File: src/rtl/name_pattern_gen_pkg.sv
// ---------------------------------------------------------------------------
// name_pattern_pkg
// Shared types and constants for the ASCII name pattern generator:
//   - gen_state_t : generator FSM states
//   - ASCII_SPACE : separator character used between repeated words
//   - DEFAULT_NAME / DEFAULT_NAME_LEN : default transmitted string
//   - name_char() : pick character idx out of a packed string (first char in MSBs)
// ---------------------------------------------------------------------------
package name_pattern_pkg;

  typedef enum logic [1:0] {
    ST_IDLE = 2'd0,
    ST_SEND = 2'd1,
    ST_GAP  = 2'd2,
    ST_SEP  = 2'd3
  } gen_state_t;

  localparam logic [7:0] ASCII_SPACE = 8'h20;

  localparam int DEFAULT_NAME_LEN = 7;
  localparam logic [8*DEFAULT_NAME_LEN-1:0] DEFAULT_NAME = 56'h49_4D_54_49_59_41_5A;

  // Character index width: covers strings of up to 32 characters.
  localparam int IDX_W = 5;

  // The string is zero-extended to 256 bits by the caller so one function
  // serves every NAME_LEN; character idx sits at byte (last_idx - idx).
  function automatic logic [7:0] name_char(input logic [255:0] name_vec,
                                           input logic [4:0]   last_idx,
                                           input logic [4:0]   idx);
    logic [4:0] pos;
    logic [7:0] base;
    pos  = last_idx - idx;
    base = {pos, 3'b000};
    return name_vec[base +: 8];
  endfunction

endpackage

File: src/rtl/name_gap_timer.sv
// ---------------------------------------------------------------------------
// name_gap_timer
// 8-bit load/decrement counter that times the idle gap between words.
// Ports:
//   i_clk, i_rst_n : clock, asynchronous active-low reset
//   i_load         : load i_load_val (takes priority over i_en)
//   i_load_val     : value to load
//   i_en           : decrement by one, holding at zero
//   o_zero         : counter is zero
// ---------------------------------------------------------------------------
module name_gap_timer (
  input  logic       i_clk,
  input  logic       i_rst_n,
  input  logic       i_load,
  input  logic [7:0] i_load_val,
  input  logic       i_en,
  output logic       o_zero
);

  logic [7:0] r_count;

  // Counter register: load wins, decrement saturates at zero.
  always_ff @(posedge i_clk or negedge i_rst_n) begin
    if (!i_rst_n) begin
      r_count <= 8'd0;
    end else if (i_load) begin
      r_count <= i_load_val;
    end else if (i_en && (r_count != 8'd0)) begin
      r_count <= r_count - 8'd1;
    end else begin
      r_count <= r_count;
    end
  end

  assign o_zero = (r_count == 8'd0);

endmodule

File: src/rtl/name_pattern_gen.sv
// ---------------------------------------------------------------------------
// name_pattern_gen
// Transmit side of the ASCII letter stream: sends NAME one character per
// valid/ready transfer, single-shot or repeating, with optional idle gap.
// Optional feature macro: NAME_GEN_SEP_EN -- when defined, a space (8'h20)
// is sent between repeated words (not counted as a word, skipped on stop).
// Ports:
//   clk        : clock, all logic on posedge
//   rst        : asynchronous active-low reset
//   start      : request a word (ignored unless idle)
//   repeat_en  : sampled with start, 1 = repeat words until stop
//   stop       : end repeat at the next word boundary (or at once in a gap)
//   letter_o   : current character
//   valid_o    : letter_o is valid
//   ready_i    : sink accepts letter_o when valid_o && ready_i
//   busy       : generator active
//   done       : one-cycle pulse after the last character of a word transfers
//   word_cnt   : words completed since last start, saturating
// All outputs come straight from flops; the next values are computed from the
// next state so a start at cycle N shows character 0 at cycle N+1.
// ---------------------------------------------------------------------------
module name_pattern_gen
  import name_pattern_pkg::*;
#(
  parameter int                    NAME_LEN = DEFAULT_NAME_LEN,
  parameter logic [8*NAME_LEN-1:0] NAME     = DEFAULT_NAME,
  parameter int                    GAP      = 0
) (
  input  logic        clk,
  input  logic        rst,
  input  logic        start,
  input  logic        repeat_en,
  input  logic        stop,
  output logic [7:0]  letter_o,
  output logic        valid_o,
  input  logic        ready_i,
  output logic        busy,
  output logic        done,
  output logic [15:0] word_cnt
);

  localparam logic [IDX_W-1:0] LAST_IDX = IDX_W'(NAME_LEN - 1);
  localparam bit               GAP_EN   = (GAP > 0);
  // The timer is checked for zero on each gap cycle, so GAP-1 gives GAP cycles.
  localparam logic [7:0]       GAP_LOAD = (GAP > 0) ? 8'(GAP - 1) : 8'd0;

  gen_state_t       r_state;
  gen_state_t       w_state_nxt;
  logic [IDX_W-1:0] r_idx;
  logic [IDX_W-1:0] w_idx_nxt;
  logic             r_repeat;
  logic             r_stop;

  logic [7:0]       r_letter;
  logic             r_valid;
  logic             r_busy;
  logic             r_done;
  logic [15:0]      r_word_cnt;

  logic [7:0]       w_letter_nxt;
  logic             w_valid_nxt;
  logic             w_busy_nxt;
  logic             w_done_nxt;
  logic [15:0]      w_word_cnt_nxt;

  logic             w_start_acc;
  logic             w_stop_seen;
  logic             w_last_xfer;
  logic             w_timer_load;
  logic             w_timer_en;
  logic             w_timer_zero;

  assign w_start_acc = (r_state == ST_IDLE) && start;
  // A stop arriving in the same cycle as the word boundary still counts.
  assign w_stop_seen = r_stop || stop;

  name_gap_timer u_gap_timer (
    .i_clk      (clk),
    .i_rst_n    (rst),
    .i_load     (w_timer_load),
    .i_load_val (GAP_LOAD),
    .i_en       (w_timer_en),
    .o_zero     (w_timer_zero)
  );

  // FSM state register plus the repeat and stop latches.
  always_ff @(posedge clk or negedge rst) begin
    if (!rst) begin
      r_state  <= ST_IDLE;
      r_idx    <= '0;
      r_repeat <= 1'b0;
      r_stop   <= 1'b0;
    end else begin
      r_state <= w_state_nxt;
      r_idx   <= w_idx_nxt;
      if (w_start_acc) begin
        r_repeat <= repeat_en;
      end else begin
        r_repeat <= r_repeat;
      end
      // Stop is only remembered while active; idle clears it so a stop that
      // coincides with start is dropped.
      if (r_state == ST_IDLE) begin
        r_stop <= 1'b0;
      end else if (stop) begin
        r_stop <= 1'b1;
      end else begin
        r_stop <= r_stop;
      end
    end
  end

  // Next-state logic: character index, word boundary and gap timer control.
  always_comb begin
    w_state_nxt  = r_state;
    w_idx_nxt    = r_idx;
    w_last_xfer  = 1'b0;
    w_timer_load = 1'b0;
    w_timer_en   = 1'b0;
    case (r_state)
      ST_IDLE: begin
        if (start) begin
          w_state_nxt = ST_SEND;
          w_idx_nxt   = '0;
        end else begin
          w_state_nxt = ST_IDLE;
        end
      end
      ST_SEND: begin
        if (ready_i && (r_idx == LAST_IDX)) begin
          w_last_xfer = 1'b1;
          w_idx_nxt   = '0;
          if (!r_repeat || w_stop_seen) begin
            w_state_nxt = ST_IDLE;
          end else begin
`ifdef NAME_GEN_SEP_EN
            w_state_nxt = ST_SEP;
`else
            w_state_nxt  = GAP_EN ? ST_GAP : ST_SEND;
            w_timer_load = GAP_EN;
`endif
          end
        end else if (ready_i) begin
          w_idx_nxt = r_idx + 1'b1;
        end else begin
          w_state_nxt = ST_SEND;
        end
      end
      ST_GAP: begin
        w_idx_nxt = '0;
        if (w_stop_seen) begin
          w_state_nxt = ST_IDLE;
        end else if (w_timer_zero) begin
          w_state_nxt = ST_SEND;
        end else begin
          w_timer_en = 1'b1;
        end
      end
      ST_SEP: begin
        w_idx_nxt = '0;
`ifdef NAME_GEN_SEP_EN
        if (ready_i && w_stop_seen) begin
          w_state_nxt = ST_IDLE;
        end else if (ready_i) begin
          w_state_nxt  = GAP_EN ? ST_GAP : ST_SEND;
          w_timer_load = GAP_EN;
        end else begin
          w_state_nxt = ST_SEP;
        end
`else
        w_state_nxt = ST_IDLE;
`endif
      end
      default: begin
        w_state_nxt = ST_IDLE;
        w_idx_nxt   = '0;
      end
    endcase
  end

  // Output decode from the next state, so registered outputs line up with it.
  always_comb begin
    w_valid_nxt    = 1'b0;
    w_letter_nxt   = 8'h00;
    w_busy_nxt     = (w_state_nxt != ST_IDLE);
    w_done_nxt     = w_last_xfer;
    w_word_cnt_nxt = r_word_cnt;
    case (w_state_nxt)
      ST_SEND: begin
        w_valid_nxt  = 1'b1;
        w_letter_nxt = name_char(256'(NAME), LAST_IDX, w_idx_nxt);
      end
      ST_SEP: begin
        w_valid_nxt  = 1'b1;
        w_letter_nxt = ASCII_SPACE;
      end
      default: begin
        w_valid_nxt  = 1'b0;
        w_letter_nxt = 8'h00;
      end
    endcase
    if (w_start_acc) begin
      w_word_cnt_nxt = 16'h0000;
    end else if (w_last_xfer && (r_word_cnt != 16'hFFFF)) begin
      w_word_cnt_nxt = r_word_cnt + 16'h0001;
    end else begin
      w_word_cnt_nxt = r_word_cnt;
    end
  end

  // Output registers: a stalled transfer keeps the same next state, so
  // letter_o and valid_o hold stable.
  always_ff @(posedge clk or negedge rst) begin
    if (!rst) begin
      r_letter   <= 8'h00;
      r_valid    <= 1'b0;
      r_busy     <= 1'b0;
      r_done     <= 1'b0;
      r_word_cnt <= 16'h0000;
    end else begin
      r_letter   <= w_letter_nxt;
      r_valid    <= w_valid_nxt;
      r_busy     <= w_busy_nxt;
      r_done     <= w_done_nxt;
      r_word_cnt <= w_word_cnt_nxt;
    end
  end

  assign letter_o = r_letter;
  assign valid_o  = r_valid;
  assign busy     = r_busy;
  assign done     = r_done;
  assign word_cnt = r_word_cnt;

endmodule
File: config.mk
export PLATFORM = sky130hd
export DESIGN_NAME = name_pattern_gen
export DESIGN_NICKNAME = d
export VERILOG_FILES = /design/src/rtl/name_pattern_gen_pkg.sv /design/src/rtl/name_gap_timer.sv /design/src/rtl/name_pattern_gen.sv
export SDC_FILE = /design/constraint.sdc
export NUM_CORES = 1
export LEC_CHECK = 0
export CAP_MARGIN = 5
export CORE_ASPECT_RATIO = 1.4
export CORE_MARGIN = 2
export CORE_UTILIZATION = 59
export DETAILED_ROUTE_END_ITERATION = 10
export PLACE_DENSITY_LB_ADDON = 0.12
export SLEW_MARGIN = 20
export SYNTH_ARGS = -nofsm -noshare
export SYNTH_HDL_FRONTEND = slang
export SYNTH_HIERARCHICAL = 1
export SYNTH_SLANG_ARGS = --single-unit
File: constraint.sdc
create_clock -name clk -period 4.2 [get_ports clk]
set_input_delay 0.63 -clock clk [delete_from_list [all_inputs] [get_ports clk]]
set_output_delay 0.63 -clock clk [all_outputs]
set_load 0.005 [all_outputs]
==> results.tsv <==
metric	value	unit
grt_use_total	22.29	%
synth_top_area_share	42.13	%
grt_pass1_wl	8162	µm
synth-seq-area-share	42.13	%
ant_nets	0	
fin_setup_tns	0	ps
min_path_type	input port to asynchronous set/reset pin	
cp_common_cell	inv_1	
core	0.004134	mm²
finalWirelength	4871	µm
critPathLaunch	ready_i	
clock_sinks	42	
area_delta_synth_final	18.35	%
ir_drop	0.4042	mV
cp.required	4420	ps
synthDistinctLibCells	69	
p_switching	0.5559	mW
final_nets	318	
initial_core_util	60.35	%
setup.reg_to_reg.worst_slack	1370	ps
cts_buffers	5	
crit_end	letter_o[1]	
antenna_cells	0	
max_stage_delay	730	ps
post-place-ws	747.1	ps
layout.cells.most_common_list	dfrtp_1, clkdlybuf4s50_1, nor2_1	
timing.final.max_slew_violations	0	
overflow	0	
fmax	314.3	MHz
yosysWarnings	6	
r2r_start	r_state[0]	
cts_setup_buffers	0	
synth-main-ff-cell	dfrtp_1	
p_leak	1.265	nW
cts_tree	yes	
rows	28	
status	complete, but fails checks	
seqPwrFrac	39.4	%
cts_root_buffer	clkbuf_8	
p_per_area	501.1	mW/mm²
swShare	37.57	%
critPathCaptureType	flop	
clk_pin_slew	80	ps
tightest_slew	929.1	ps
path_delay_family	compound AO/OA/AOI/OAI gates	
crit_slowest_cell	clkdlybuf4s50_1	
cell_internal_pwr	0.9238	mW
htreeDepth	2	
ys_ff_latch	42	
grt_max_degree	43	
vias_per_cell	5.821	
cts_hold_buffers	0	
synth_area_leader_cell	dfrtp_1	
dpl.hpwl	3546	µm
finalClockSkew	4.153	ps
via_count	2020	
synthCells	256	
cp.depth	11	
route.detailed.drc	2	
port_buffers	31	
routedWlPerCell	14.04	µm
synth_edf_count	0	
setup_slack	1019	ps
cts_buffer_depth	2	
synthTopCellsByArea	dfrtp_1, ha_1, nor2_1	
grt_pass1_vias	1875	
pwr-share-comb	44.2	%
cp_cell_sequence	clkdlybuf4s50_1, and3b_2, a21oi_1, a31oi_1, inv_1, ha_1, inv_1, o2111ai_1, a211o_1, o221ai_1, and3_1	
antenna_found_initial	0	
dieArea	0.004772	mm²
dr.first_iter.drc_count	78	
synthArstFlopShare	100.0	%
critPathKind	input port to flop	
synth_area	0.002495	mm²
synth_area_per_cell	9.746	µm²
slew-limit-headroom	38.06	%
layout_commonest_cell	dfrtp_1	
place_congestion	0.8771	
io_pins	33	
failed_checks	design-rule violations	
hold_viol	0	
cts_resized	0	
reg2reg_depth	11	
cp-start-kind	input port	
clock_latency	290	ps
max-cap-violations	0	
rsz0062_at_grt	false	
r2r_end	letter_o[1]	
critPathArrivalTime	3400	ps
dr.pass1.iters	7	
p_clk_share	16.4	%
die_h	80.94	µm
setup_viol	0	
timing.final.crit_share	75.75	%
worstPathBufferInverterCount	3	
layout-drive-gt1-share	10.60	%
fin_crit	3181	ps
cp_max_fo	13	
fp.dieW	58.96	µm
-- registers in the layout, summed over array words and instances (netlist names) --
| register | cells |
|---|---|
| r_state | 2 |
| u_gap_timer/r_count | 8 |
| r_idx | 5 |
| r_stop | 1 |
| letter_o | 7 |
| busy | 1 |
| word_cnt | 16 |
| r_repeat | 1 |
| done | 1 |
-- power by group through the flow --
| stage | Combinational, mW | Clock, mW | Sequential (mW) |
|---|---|---|---|
| 3_5_place_dp | 0.655 | 0 | 0.591 |
| 5_1_grt | 0.741 | 0.266 | 0.595 |
| 6_report | 0.654 | 0.242 | 0.584 |
| 2_1_floorplan | 0.455 | 0 | 0.574 |
| 3_3_place_gp | 0.641 | 0 | 0.591 |
| 4_1_cts | 0.660 | 0.253 | 0.583 |
-- cell type report --
class / instances / area [µm²]
clock buffer: 5 / 68.82
tap: 45 / 56.30
sequential: 42 / 1051
fill: 324 / 1181
inverter: 15 / 56.30
clock inverter: 2 / 10.01
multi-input combinational: 206 / 1398
timing repair buffer: 32 / 312.8
-- kinds of logic after synthesis --
family,after synthesis,synth area share (%)
AND/OR/NAND/NOR,109,25.23
AO/OA/AOI/OAI,58,18.36
flip-flops,42,42.13
buffers and inverters,22,3.962
XOR/XNOR,12,4.213
adder cells (fa/ha/maj),10,5.015
multiplexers,2,0.9527
other,1,0.1503
-- stage by stage --
stage	hold slack, ps	util, %	instances	area [µm²]	total power, mW
3_5_place_dp	453.7	69.52	340	2874	1.246
2_1_floorplan	334.4	-	270	2547	1.029
6_report	473.7	71.43	347	2953	1.480
5_1_grt	501.1	71.43	347	2953	1.602
3_3_place_gp	461.0	69.52	340	2874	1.231
4_1_cts	482.8	71.43	347	2953	1.496
-- worst min path at each step --
stage,startpoint,cells after the start,end
4_1_cts,r_repeat,2,r_repeat
5_1_grt,r_repeat,2,r_repeat
6_report,rst,1,word_cnt[11]
2_1_floorplan,rst,0,busy
3_3_place_gp,r_repeat,2,r_repeat
3_5_place_dp,r_repeat,2,r_repeat
-- per-layer routing --
| layer | part of all wire, % | wire (µm) | GRT usage (%) | vias to the layer above |
|---|---|---|---|---|
| met5 | 0 | 0 | 0 | - |
| met4 | 1.9 | 93 | 9.318 | 0 |
| met3 | 3.7 | 178 | 4.459 | 8 |
| met2 | 52 | 2544 | 38.00 | 46 |
| met1 | 42 | 2054 | 27.06 | 961 |
| li1 | - | - | - | 1005 |
-- synth_stat cells, drive strengths merged (2+ instances only) --
cell     number
nor3          8
nor2b         2
o221ai        2
o31ai         2
or4           4
a211o         3
nand4         9
inv          14
o21bai        2
buf           5
nand2b        3
a31oi         4
xor2          4
a221oi        2
xnor2         8
or3b          4
nor2         25
nand2        19
and3          4
clkbuf        2
o211ai        2
dfrtp        42
ha           10
and2b         2
mux2i         2
or3           6
nor3b         5
nand3         9
o21a          4
a221o         2
a21oi        11
o21ai        11
o2111ai       2
and3b         3
a21o          2
nor4          2
Power figures use the tool's default switching activity.
